--- config.mk ---
export PLATFORM = sky130hd
export DESIGN_NAME = shift_sequencer
export DESIGN_NICKNAME = d
export VERILOG_FILES = /design/src/rtl/shift_pkg.sv /design/src/rtl/shift_sequencer.sv
export SDC_FILE = /design/constraint.sdc
export NUM_CORES = 1
export LEC_CHECK = 0
export BUFFER_PORTS_ARGS = -buffer_cell sky130_fd_sc_hd__buf_4
export CAP_MARGIN = 20
export CORE_MARGIN = 3
export CORE_UTILIZATION = 48
export DETAILED_ROUTE_END_ITERATION = 10
export PLACE_DENSITY = 0.83
export SLEW_MARGIN = 0
export SYNTH_ARGS = -nofsm -noshare
export SYNTH_HDL_FRONTEND = slang
export SYNTH_SLANG_ARGS = --single-unit
--- constraint.sdc ---
create_clock -name clk -period 2.5 [get_ports clk]
set_input_delay 0.375 -clock clk [delete_from_list [all_inputs] [get_ports clk]]
set_output_delay 0.375 -clock clk [all_outputs]
set_load 0.01 [all_outputs]
--- src/rtl/shift_pkg.sv ---
// Shared types and default widths for the shift sequencer and its shifter.
package shift_pkg;

  localparam int DATA_W = 8;
  localparam int STEP_W = 4;

  // Shifter opcodes, applied once per pass of the combinational shifter.
  typedef enum logic [2:0] {
    NOP  = 3'd0,
    SHL  = 3'd1,
    SHR  = 3'd2,
    ROL  = 3'd3,
    ROR  = 3'd4,
    ASR  = 3'd5,
    ROL3 = 3'd6,
    ASR5 = 3'd7
  } shift_op_e;

  // Sequencer control states.
  typedef enum logic [1:0] {
    IDLE = 2'd0,
    RUN  = 2'd1,
    DONE = 2'd2
  } seq_state_e;

  // True when the remaining-step count marks the final shifter pass.
  function automatic logic is_last_step(input logic [STEP_W-1:0] cnt);
    return cnt == STEP_W'(1);
  endfunction

endpackage

--- src/rtl/shift_sequencer.sv ---
// Closes a register loop around an external combinational shifter: accepts
// an operand/opcode/step count, applies the shifter once per cycle for the
// requested number of passes, and presents the result on a valid/ready port.
module shift_sequencer #(
  parameter int DATA_W = 8,
  parameter int STEP_W = 4
) (
  input  logic              clk,
  input  logic              rst_n,
  input  logic              in_valid,
  output logic              in_ready,
  input  logic [DATA_W-1:0] in_data,
  input  logic [2:0]        in_op,
  input  logic [STEP_W-1:0] in_steps,
  output logic [2:0]        shf_select,
  output logic [DATA_W-1:0] shf_data_in,
  input  logic [DATA_W-1:0] shf_data_out,
  output logic              out_valid,
  input  logic              out_ready,
  output logic [DATA_W-1:0] out_data,
  output logic              busy
);

  import shift_pkg::*;

  seq_state_e        state_q;
  logic [DATA_W-1:0] acc_q;
  logic [2:0]        op_q;
  logic [STEP_W-1:0] cnt_q;

  // Control FSM plus the accumulator, opcode and remaining-step registers.
  // NOTE: every register here uses <= so all updates see pre-edge values;
  // blocking assignments would let acc_q/cnt_q race against state_q.
  always_ff @(posedge clk or negedge rst_n) begin
    if (!rst_n) begin
      state_q <= IDLE;
      acc_q   <= '0;
      op_q    <= '0;
      cnt_q   <= '0;
    end else begin
      case (state_q)
        IDLE: begin
          if (in_valid) begin
            acc_q   <= in_data;
            op_q    <= in_op;
            cnt_q   <= in_steps;
            // A zero-step request skips RUN so cnt_q never enters RUN at 0.
            state_q <= (in_steps == '0) ? DONE : RUN;
          end
        end
        RUN: begin
          acc_q <= shf_data_out;
          cnt_q <= cnt_q - STEP_W'(1);
          if (STEP_W == 4 ? is_last_step(cnt_q) : (cnt_q == STEP_W'(1))) begin
            state_q <= DONE;
          end
        end
        DONE: begin
          if (out_ready) begin
            state_q <= IDLE;
          end
        end
        default: state_q <= IDLE;
      endcase
    end
  end

  // Handshake and shifter-control outputs depend on registered state only,
  // so neither in_valid nor out_ready reaches an output combinationally.
  assign in_ready    = (state_q == IDLE);
  assign out_valid   = (state_q == DONE);
  assign busy        = (state_q != IDLE);
  // Outside RUN the shifter is held in pass-through.
  assign shf_select  = (state_q == RUN) ? op_q : 3'b000;
  assign shf_data_in = acc_q;
  assign out_data    = acc_q;

endmodule

Yosys cells after proc, flatten, opt, wreduce, memory -nomap -nowiden --
Cells that the tools add are included.
Word-level totals: memories 0, register bits after elaboration 17, bits in writable memories 0, bits in latches 0, bits in read-only memories 0, output and inout bits 22
Cells by class: magnitude comparators 0, bitwise logic cells 0, multiply operators 0, muxes and demuxes 10, reductions and logical operators 7, divide/modulo/power cells 0, eq/ne operators 6, $add $sub $neg 1, shift operators 0
Operators with widths (count):
- $pmux 8 s2 | 1
- $mux 2 | 4
- $mux 8 | 1
- $pmux 4 s2 | 1
- $pmux 2 s3 | 1
- $eq 4x1->1 const B | 1
- $logic_not 4->1 | 1
- $mux 4 | 1
- $ne 2x2->1 const B | 2
- $reduce_and 2->1 | 2
- $reduce_bool 2->1 | 2
- $sub 4x1->4 const B | 1
- $mux 3 | 1
- $reduce_and 3->1 | 1
- $eq 2x1->1 const B | 1
- $eq 2x2->1 const B | 1
- $logic_not 2->1 | 1
- $ne 2x1->1 const B | 1

Longest topological paths before layout --
word-level depth 4, mapped depth 5

Worst setup path before layout --
OpenSTA, ideal clock, no wires.
path type flip-flop to flip-flop, start point register cnt_q[1], end point register state_q[1], path buffers 0, setup slack 1.229 ns, period minus slack after synthesis 1.271 ns, arrival 1.194 ns, stages on the path, launching flop included 6, setup time 0.076 ns, cells stage by stage dfrtp_1 inv_1 ha_1 or3b_1 o31a_1 o21ai_1
Between the ends: word-level cells in the longest chain between the ends 3
Ends and longest elaborated chain:
- from (decl) | RTL line shift_sequencer.sv:29 | logic [STEP_W-1:0] cnt_q;
- from (signal assigned) | RTL line shift_sequencer.sv:46 | cnt_q <= in_steps;
- from (signal assigned) | RTL line shift_sequencer.sv:53 | cnt_q <= cnt_q - STEP_W'(1);
- $eq 4x1->1
- $ne 2x2->1 (no source line)
- $reduce_and 3->1 (no source line)
- to (signal assigned) | RTL line shift_sequencer.sv:48 | state_q <= (in_steps == '0) ? DONE : RUN;
- to (decl) | RTL line shift_sequencer.sv:26 | seq_state_e state_q;
No other way between the ends. A chain may end at the register's enable or synchronous reset.

Worst setup path after layout --
start point register state_q[0], end point output port shf_select[1]
Between the ends: word-level cells in the longest chain between the ends 2
Ends and longest elaborated chain:
- $eq 2x1->1 | RTL line shift_sequencer.sv:74 | assign shf_select = (state_q == RUN) ? op_q : 3'b000;
- $mux 3 | RTL line shift_sequencer.sv:74
- to (decl) | RTL line shift_sequencer.sv:15 | output logic [2:0] shf_select,
No other way between the ends.

==> summary.txt <==
Final nets -> 172
Status -> complete, no violations
Non-Filler Instances -> 167
Post-synth top cells -> dfrtp_1 (17), and2_1 (10), o21ai_1 (10), a31oi_1 (9)
Share of post-route cells with drive strength above 1 -> 40.1%
Count leader, synth -> dfrtp_1
Hold Slack -> 0.311 ns
Internal -> 929 uW
Mapped Nets -> 133
Crit path launch type -> register
Top-area cell type share of the netlist area -> 42.9%
Post-synthesis sequential area ratio -> 42.9%
Mean Syn Cell Area -> 9.54 sq um
Switch share -> 39.6%
Port-buffer cells -> 48
Layout area overhead -> 33.3%
Starting DRC count in detailed routing -> 16
Vias in the first global route -> 856
Routed WL -> 2330 microns
Initial antenna violation count -> 0
RSZ-0062 raised after global routing -> no
Initial core utilization -> 53.9%
Crit path cell chain -> nor2b_1, and2_1, buf_4
Total Neg Setup Slack -> 0 ns
Max Freq -> 0.508 GHz
Synth Flop Type -> dfrtp_1
Psw -> 609 uW
Drt drc -> 0
Final Skew -> 0.000670 ns
Reg2reg setup slack -> 0.86 ns
Cells after Synth -> 104
Flops & latches, synth -> 17
CP Class -> register to output pin
Largest cells by area after synthesis -> dfrtp_1 (43%), and2_1 (6.3%), buf_4 (6.1%)
Later-pin clock latency in the skew report -> 0.29 ns
Antenna Cells -> 0
Synth cell types -> 31
First-pass GRT wire length -> 3740 microns
Slew Limit Fails -> 0
Worst Path Max Fanout -> 22
Worst endpoint required time -> 2.12 ns
H-tree depth -> 1
DR WL/cell -> 14.0 microns
Placer Congestion -> 0.924
Placed Area -> 0.00129 sq mm
Largest net degree at the start of global routing -> 23
Slowest Stage Delay on Critical Path -> 0.74 ns
Pleak -> 0.644 nW
Delay-heaviest family, CP -> flip-flops
Crit-path slowest cell -> dfrtp_1
Async S/R FF share, synth -> 100%
Post CTS Setup Buffer Count -> 0
Final Util -> 71.9%
Hold Path End -> op_q[2]$_DFFE_PN0P_
Final Cell Area -> 0.00132 sq mm
Final Hold Viols -> 0
Combinational share of power -> 54.1%
Worst Hold Path Cells -> 2
Clk slew on worst S/H paths -> 0.10 ns
Clock tree from TritonCTS -> yes
Seq pwr share -> 36.3%
HP Class -> input pin to register
Die Wd -> 51.5 microns
Power Dens Cells -> 1160 mW/mm^2
Max-cap viol count -> 0
GRT Util Overall -> 18.9%
Row cnt -> 15
Yosys top cell by area -> dfrtp_1
Core area -> 0.00184 sq mm
Total grt overflow -> 0
Placed Instances -> 162
Cells on worst reg2reg path -> 2
Setup Viol. Count Final -> 0
Worst path buffer plus inverter count -> 1
Post-synth EDFFs -> 0
DRT Pass-1 Iters -> 4
Detail Route Antenna Nets -> 0
Clk pwr share -> 9.6%
Clk sinks -> 17
Tcrit/Tclk final -> 78.7%
Vias per inst -> 5.38
Worst flop-to-flop path endpoint -> op_q[1]$_DFFE_PN0P_
TritonCTS buffer count -> 3
Min Tclk post-route -> 1.97 ns
Die Y -> 51.5 microns
Die area -> 0.00265 sq mm
Root Buffer -> clkbuf_4
Worst-Margin Slew -> 0.606 ns
Boundary Pins -> 49
Syn Std Cell Area -> 992 sq um
Min-delay src -> in_op[2]
Worst VDD drop -> 0.000641 V
RR Startpoint -> state_q[0]$_DFFE_PN0P_
Via Count -> 899
Clock Tree Buf Depth -> 2
HPWL after DPL -> 1730 microns
CTS resizes -> 0
YS warnings -> 0
Max-slew headroom -> 59.6%
Data arrival time of the critical path -> 1.59 ns
Critical path capture point type -> output pin
[worst max-delay path by stage]
stage / start / endpoint / slack (ns) / cells after the start
after floorplan: cnt_q[1]$_DFFE_PN0P_ / state_q[1]$_DFFE_PN0P_ / 1.23 / 5
after global placement: state_q[1]$_DFFE_PN0P_ / op_q[0]$_DFFE_PN0P_ / 0.93 / 2
after detailed placement: state_q[0]$_DFFE_PN0P_ / shf_select[1] / 0.89 / 3
after CTS: state_q[0]$_DFFE_PN0P_ / shf_select[1] / 0.55 / 3
after global routing: state_q[0]$_DFFE_PN0P_ / shf_select[0] / 0.41 / 3
final: state_q[0]$_DFFE_PN0P_ / shf_select[1] / 0.53 / 3
[metal layers]
layer	vias up	global-route usage [%]	wire length (microns)
li1	438	-	-
met1	411	22.2	950
met2	44	30.3	1110
met3	6	5.83	242
met4	0	10.9	36
met5	-	0	0
[area by class of cell]
type,count,area [sq um]
clock buffer,4,26.3
fill,144,517
inverter,4,15.0
multi-input combinational,68,454
sequential,17,425
tap,25,31.3
timing repair buffer,49,370
[power by group through the flow]
stage,registers (mW),clock network (mW),logic [mW]
global route,0.580,0.163,0.919
global placement,0.552,0,0.812
CTS,0.556,0.151,0.835
floorplan,0.527,0,0.580
finish,0.558,0.148,0.832
detailed placement,0.561,0,0.831
[logic make-up (layout without fill, tap and decap cells)]
group	after synthesis	in the layout	synth area share, %
flip-flops	17	17	42.9
adder cells (fa/ha/maj)	2	2	2.52
multiplexers	3	3	4.54
AO/OA/AOI/OAI	29	29	19.0
AND/OR/NAND/NOR	34	34	19.7
buffers and inverters	19	57	11.3
[layout by cell type (no fill, tap or decap), drive strengths merged]
cell type    instances
o21bai               1
nor2                 3
nor3                 2
or3b                 3
o2bb2ai              1
clkbuf               4
and2                10
o21ba                1
dlygate4sd3          1
o22a                 1
buf                 48
a21oi                1
and3b                1
a31oi                9
o21ai               10
nand2                8
o32ai                1
or4                  1
o22ai                1
a22oi                2
mux2                 3
nor2b                4
and3                 1
ha                   2
dfrtp               17
nor3b                1
o31a                 1
inv                  4
[repair_timing]
item	in CTS	in global routing
endpoints found under the setup margin	0	0
hold buffers	1	0
hold endpoints to repair	17	0
[worst reg2reg max path, cell delays in order (launching register included)]
cell and delay (ns):
dfrtp_1 0.62, or3b_1 0.58, mux2_4 0.34
[state kept, by name (all words and copies together) (netlist names)]
signal and cells:
state_q 2, cnt_q 4, op_q 3, out_data 8
[per-stage QoR]
step / total power, mW / setup slack (ns)
after global placement: 1.36 / 0.928
after CTS: 1.54 / 0.555
final: 1.54 / 0.532
after global routing: 1.66 / 0.412
after floorplan: 1.11 / 1.23
after detailed placement: 1.39 / 0.888
Note: power is estimated with default switching activity, not from simulation.
